File: src/rtl/gshare_btb_predictor.sv
// Gshare direction predictor merged with a direct-mapped BTB; lookup is combinational, update commits on the clock edge.
// Latency: zero-cycle lookup, one-edge update. No backpressure: the parent holds lk_pc4 across stalls.
module gshare_btb_predictor #(
    parameter int IDX_BITS  = 4,
    parameter int GHR_BITS  = 2,
    parameter int STAT_BITS = 16
) (
    input  logic                 clk,
    input  logic                 rst_n,
    input  logic [31:0]          lk_pc4,
    output logic                 lk_hit,
    output logic                 lk_taken,
    output logic [31:0]          lk_target,
    output logic [IDX_BITS-1:0]  lk_idx,
    input  logic                 upd_valid,
    input  logic [IDX_BITS-1:0]  upd_idx,
    input  logic [31:0]          upd_pc4,
    input  logic                 upd_taken,
    input  logic [31:0]          upd_target,
    input  logic                 upd_mispredict,
    output logic [GHR_BITS-1:0]  ghr,
    output logic [STAT_BITS-1:0] stat_branches,
    output logic [STAT_BITS-1:0] stat_mispredicts
);
    localparam int ENTRIES = 1 << IDX_BITS;
    localparam int TAG_W   = 30 - IDX_BITS;

    logic                 valid_q [ENTRIES];
    logic [TAG_W-1:0]     tag_q   [ENTRIES];
    logic [31:0]          tgt_q   [ENTRIES];
    logic [1:0]           ctr_q   [ENTRIES];
    logic [GHR_BITS-1:0]  ghr_q, ghr_d;
    logic [STAT_BITS-1:0] br_q, br_d;
    logic [STAT_BITS-1:0] mp_q, mp_d;

    logic [TAG_W-1:0]     lk_tag;
    logic [TAG_W-1:0]     upd_tag;
    logic                 upd_hit;
    logic [1:0]           ent_ctr;
    logic [1:0]           ctr_d;
    logic                 wr_alloc;
    logic                 wr_ctr;
    logic                 wr_tgt;
    logic                 unused_pc_lsbs;

    assign unused_pc_lsbs = ^{lk_pc4[1:0], upd_pc4[1:0]};

    // Lookup sees only registered state, so a same-cycle update is invisible until the next cycle.
    assign lk_tag    = lk_pc4[31:IDX_BITS+2];
    assign lk_idx    = lk_pc4[IDX_BITS+1:2] ^ IDX_BITS'(ghr_q);
    assign lk_hit    = valid_q[lk_idx] && (tag_q[lk_idx] == lk_tag);
    assign lk_taken  = lk_hit && ctr_q[lk_idx][1];
    assign lk_target = tgt_q[lk_idx];

    assign upd_tag = upd_pc4[31:IDX_BITS+2];
    assign upd_hit = valid_q[upd_idx] && (tag_q[upd_idx] == upd_tag);
    assign ent_ctr = ctr_q[upd_idx];

    always_comb begin
        wr_alloc = 1'b0;
        wr_ctr   = 1'b0;
        wr_tgt   = 1'b0;
        ctr_d    = ent_ctr;
        if (upd_valid) begin
            if (upd_hit) begin
                wr_ctr = 1'b1;
                wr_tgt = upd_taken;
                if (upd_taken) begin
                    ctr_d = (ent_ctr == 2'b11) ? 2'b11 : ent_ctr + 2'b01;
                end else begin
                    ctr_d = (ent_ctr == 2'b00) ? 2'b00 : ent_ctr - 2'b01;
                end
            end else if (upd_taken) begin
                // Only taken branches earn an entry; a not-taken miss behaves like fall-through anyway.
                wr_alloc = 1'b1;
                wr_ctr   = 1'b1;
                wr_tgt   = 1'b1;
                ctr_d    = 2'b10;
            end
        end
    end

    always_comb begin
        ghr_d = ghr_q;
        br_d  = br_q;
        mp_d  = mp_q;
        if (upd_valid) begin
            ghr_d = GHR_BITS'({ghr_q, upd_taken});
            if (!(&br_q)) begin
                br_d = br_q + 1'b1;
            end
            if (upd_mispredict && !(&mp_q)) begin
                mp_d = mp_q + 1'b1;
            end
        end
    end

    always_ff @(posedge clk or negedge rst_n) begin
        if (!rst_n) begin
            for (int i = 0; i < ENTRIES; i++) begin
                valid_q[i] <= 1'b0;
                tag_q[i]   <= '0;
                tgt_q[i]   <= '0;
                ctr_q[i]   <= 2'b01;
            end
        end else begin
            if (wr_alloc) begin
                valid_q[upd_idx] <= 1'b1;
                tag_q[upd_idx]   <= upd_tag;
            end
            if (wr_ctr) begin
                ctr_q[upd_idx] <= ctr_d;
            end
            if (wr_tgt) begin
                tgt_q[upd_idx] <= upd_target;
            end
        end
    end

    always_ff @(posedge clk or negedge rst_n) begin
        if (!rst_n) begin
            ghr_q <= '0;
            br_q  <= '0;
            mp_q  <= '0;
        end else begin
            ghr_q <= ghr_d;
            br_q  <= br_d;
            mp_q  <= mp_d;
        end
    end

    assign ghr              = ghr_q;
    assign stat_branches    = br_q;
    assign stat_mispredicts = mp_q;
endmodule
File: config.mk
export PLATFORM = sky130hd
export DESIGN_NAME = gshare_btb_predictor
export DESIGN_NICKNAME = d
export VERILOG_FILES = /design/src/rtl/gshare_btb_predictor.sv
export SDC_FILE = /design/constraint.sdc
export NUM_CORES = 2
export LEC_CHECK = 0
export ABC_CLOCK_PERIOD_IN_PS = 5950
export CELL_PAD_IN_SITES_DETAIL_PLACEMENT = 1
export CELL_PAD_IN_SITES_GLOBAL_PLACEMENT = 1
export CORE_ASPECT_RATIO = 1.4
export CORE_UTILIZATION = 59
export CTS_BUF_LIST = sky130_fd_sc_hd__clkbuf_4
export CTS_CLUSTER_SIZE = 25
export DETAILED_ROUTE_END_ITERATION = 7
export PLACE_DENSITY_LB_ADDON = 0.1
export SLEW_MARGIN = 20
export SYNTH_ARGS = -nofsm -noshare
export SYNTH_HDL_FRONTEND = slang
export SYNTH_SLANG_ARGS = --single-unit
File: constraint.sdc
create_clock -name clk -period 5.95 [get_ports clk]
set_input_delay 0.595 -clock clk [delete_from_list [all_inputs] [get_ports clk]]
set_output_delay 0.595 -clock clk [all_outputs]
set_load 0.005 [all_outputs]
==> reports/metrics.cfg <==
[critical_path]
crit_family = simple AND/OR/NAND/NOR gates
critPathArrivalTime_ps = 5270
critPathBufInv = 5
required_ps = 5360
worstPathMaxFanout = 10
path_class = flip-flop to output port
crit_slowest_cell = mux4_2
endpoint_kind = output port
startpoint_type = flip-flop
crit_chain = xnor2_4, buf_4, inv_6, clkbuf_16, mux4_2, mux4_2, xnor2_1, nand4_1, or4_4, nor4_4, buf_4, and2_4, dlymetal6s2s_1
crit_cells = 13
worstRegToRegCells = 12
slowest_delay_ps = 550

[synthesis]
avgSynthCellArea_um2 = 15.8
synth_commonest_cells = dfrtp_1 (994), mux2_2 (799), mux4_2 (383), clkbuf_1 (179), mux2_1 (178)
syn_nets = 3299
synth_compound_area_share_pct = 1.87
syn-cell-area_um2 = 50300
synth.mux.area_fraction_pct = 41.0
netlist.area_leader.share_pct = 49.5
synth-seq-area-share_pct = 50.3
ys_ff_latch = 1010
synth.most_common_cell = dfrtp_1
synth_cell_types = 64
synth_edf_count = 0
ys_warn_count = 0
synthAdderAreaFrac_pct = 0.0697
yosys.area.top_type = dfrtp_1
synth_xor_area_share_pct = 1.41
ys_top_cells_by_area = dfrtp_1 (49%), mux2_2 (18%), mux4_2 (17%)
synth_async_sr_flop_share_pct = 100
synthFlopType = dfrtp_1
synth_top_family_by_area = multiplexers
syn_inst = 3192
synth-simple-area-share_pct = 2.32

[place]
postPlaceCellArea_um2 = 53500
port_buffers = 168
post-dp-hpwl_mm = 91.3
place.gp.congestion = 0.931

[cts]
path_clk_slew_ps = 70
clock_latency_ps = 1180
cts_root_buf = clkbuf_4
cts_buffers = 240
cts_htree_levels = 4
cts_buffer_depth = 3
clkSinkCount = 1010
cts_tree = built

[floorplan]
die_width_um = 249
core_um2 = 84300
pin_count = 177
rows = 126
die_area_um2 = 86400
die_height_um = 347
start_util_pct = 59.6

[timing]
finalSetupViolCount = 0
slew_viol_final = 0
slew_headroom_pct = 30.9
fmax_mhz = 170
period_needed_ps = 5870
hold_violations = 0
tns_ps = 0
layout_worst_path_cycle_share_pct = 98.6
tightest_slew_ps = 1030
finClkSkew_ps = 77.6

[global_route]
grt_use_total_pct = 36.0
grt.busiest_layer = met2
grt_use_met3_pct = 7.89
antenna_found_initial = 9
gr-total-overflow = 0
grt_pass1_wl_mm = 230
grt_max_degree = 186
gr-usage-met2_pct = 61.8
use_met1_pct = 42.4
grt_pass1_vias = 35900

[outcome]
status = completed

[power]
p_seq_share_pct = 46.8
internal_power_mw = 13.8
pwr_density_cell_nw_per_um2 = 343
worst_ir_drop_vdd_uv = 248
swShare_pct = 29.5
power_frac_clock_pct = 28.7
switchingPower_mw = 5.77
p_comb_share_pct = 24.4
leakagePower_nw = 25.0

[cells_and_area]
drive_above_1_share_pct = 48.8
num-fill-cells = 7315
multiInputGateArea_um2 = 23700
register_area_um2 = 25300
fin_nets = 3563
stdcell_area_um2 = 56900
syn_to_final_growth_pct = 13.2

[route]
totalWireLength_mm = 152
firstDrtPassIters = 5
route.vias.total = 31600
ant_nets = 0
wl_per_cell_um = 32.1
routed_via_density = 6.69
drcViolationCount = 0
drt_iter0_drc = 2360

[worst_hold_path]
hp-class = input port to async pin

[run]
cap_violations = 0

==> flip-flops by register name (all words and copies together) (netlist names) <==
register / count
tgt_q: 512
valid_q: 16
tag_q: 416
ctr_q: 32
stat_branches: 16
stat_mispredicts: 16
ghr: 2
==> timing repair <==
item,CTS,global route
setup buffers,3,17
setup endpoints to repair,2,2
pin swaps,3,7
hold endpoints to repair,117,0
hold buffers,2,0
gates resized for setup,15,10
gates cloned,2,3
==> final timing paths <==
| kind | slack, ps | from | end |
|---|---|---|---|
| worst max-delay path | 80 | ghr[0] | lk_taken |
| worst min-delay path | 30 | rst_n | stat_branches[4] |
| worst max register to register | 1740 | tag_q[94] | tag_q[48] |
| worst min register to register | 490 | stat_branches[9] | stat_branches[9] |
| max in group asynchronous | 4250 | rst_n | tgt_q[76] |
| min in group clk | 250 | upd_mispredict | stat_mispredicts[0] |
==> kinds of logic (layout without fill, tap and decap cells) <==
kind of cell / after synthesis / count (layout)
adder cells (fa/ha/maj): 3 / 3
AO/OA/AOI/OAI: 120 / 120
other: 0 / 11
flip-flops: 1010 / 1010
AND/OR/NAND/NOR: 206 / 206
multiplexers: 1460 / 1460
buffers and inverters: 312 / 750
XOR/XNOR: 81 / 81
==> cell usage in the layout, fill, tap and decap left out, types with 7 or more instances in the layout <==
cell,n
inv_1,17
dfrtp_1,993
nand2_1,35
or2_2,11
mux2_1,178
xnor2_1,55
nor3_1,12
clkdlybuf4s50_1,160
clkinv_1,52
nor3_4,10
o22ai_1,13
buf_12,37
buf_4,98
mux2_2,799
clkinv_2,11
o21ai_0,11
nand2b_1,7
diode_2,11
a22oi_1,22
nor2b_1,9
dfstp_2,16
and3_1,8
o2111a_1,17
nor2_1,22
xor2_1,18
nand3_1,29
mux2i_1,100
clkbuf_4,343
nand4_1,14
or2_1,8
nor2_4,13
a21oi_1,11
mux4_2,383
==> worst register-to-register path, stage by stage, from the launching register on <==
cell and delay [ps]:
dfrtp_1 420, mux4_2 480, mux4_2 470, xor2_1 220, buf_4 210, nor4_1 70, buf_4 180, nand4_1 200
nor3_4 80, buf_12 220, nor3_4 840, buf_4 300, mux2_1 330
==> stage by stage <==
step	power, mW	hold WS [ps]	setup slack (ps)	util (%)	std cells
after floorplan	12.1	299	1770	-	3192
after global placement	13.4	460	53.1	63.4	4274
after detailed placement	13.9	472	32.2	63.4	4274
after CTS	19.6	2.79	-79.2	67.2	4697
after global routing	20.4	16.3	-23.8	67.5	4727
final	19.5	33.3	81.8	67.5	4729
==> power by group through the flow <==
stage / Clock (mW) / Combinational, mW / Sequential (mW)
floorplan: 0 / 3.22 / 8.83
global placement: 0 / 4.42 / 9.00
detailed placement: 0 / 4.64 / 9.22
CTS: 5.77 / 4.72 / 9.10
global route: 6.09 / 5.05 / 9.28
finish: 5.61 / 4.77 / 9.16
==> per-layer routing <==
layer  up-vias  wire (µm)
met4         8       7590
met3       402       8500
met2      1187      80300
met1     17200      55600
li1      12800          -
met5         -         54
==> layout make-up <==
type | instances | area share (%)
well taps | 1088 | 2.39
clock inverters | 73 | 0.705
repair buffers | 313 | 6.03
flip-flops and latches | 1010 | 44.4
inverters | 19 | 0.171
diodes | 11 | 0.0483
clock buffers | 343 | 4.52
repair inverters | 2 | 0.0308
multi-input cells | 1870 | 41.7
Note: power is estimated with default switching activity, not from simulation.
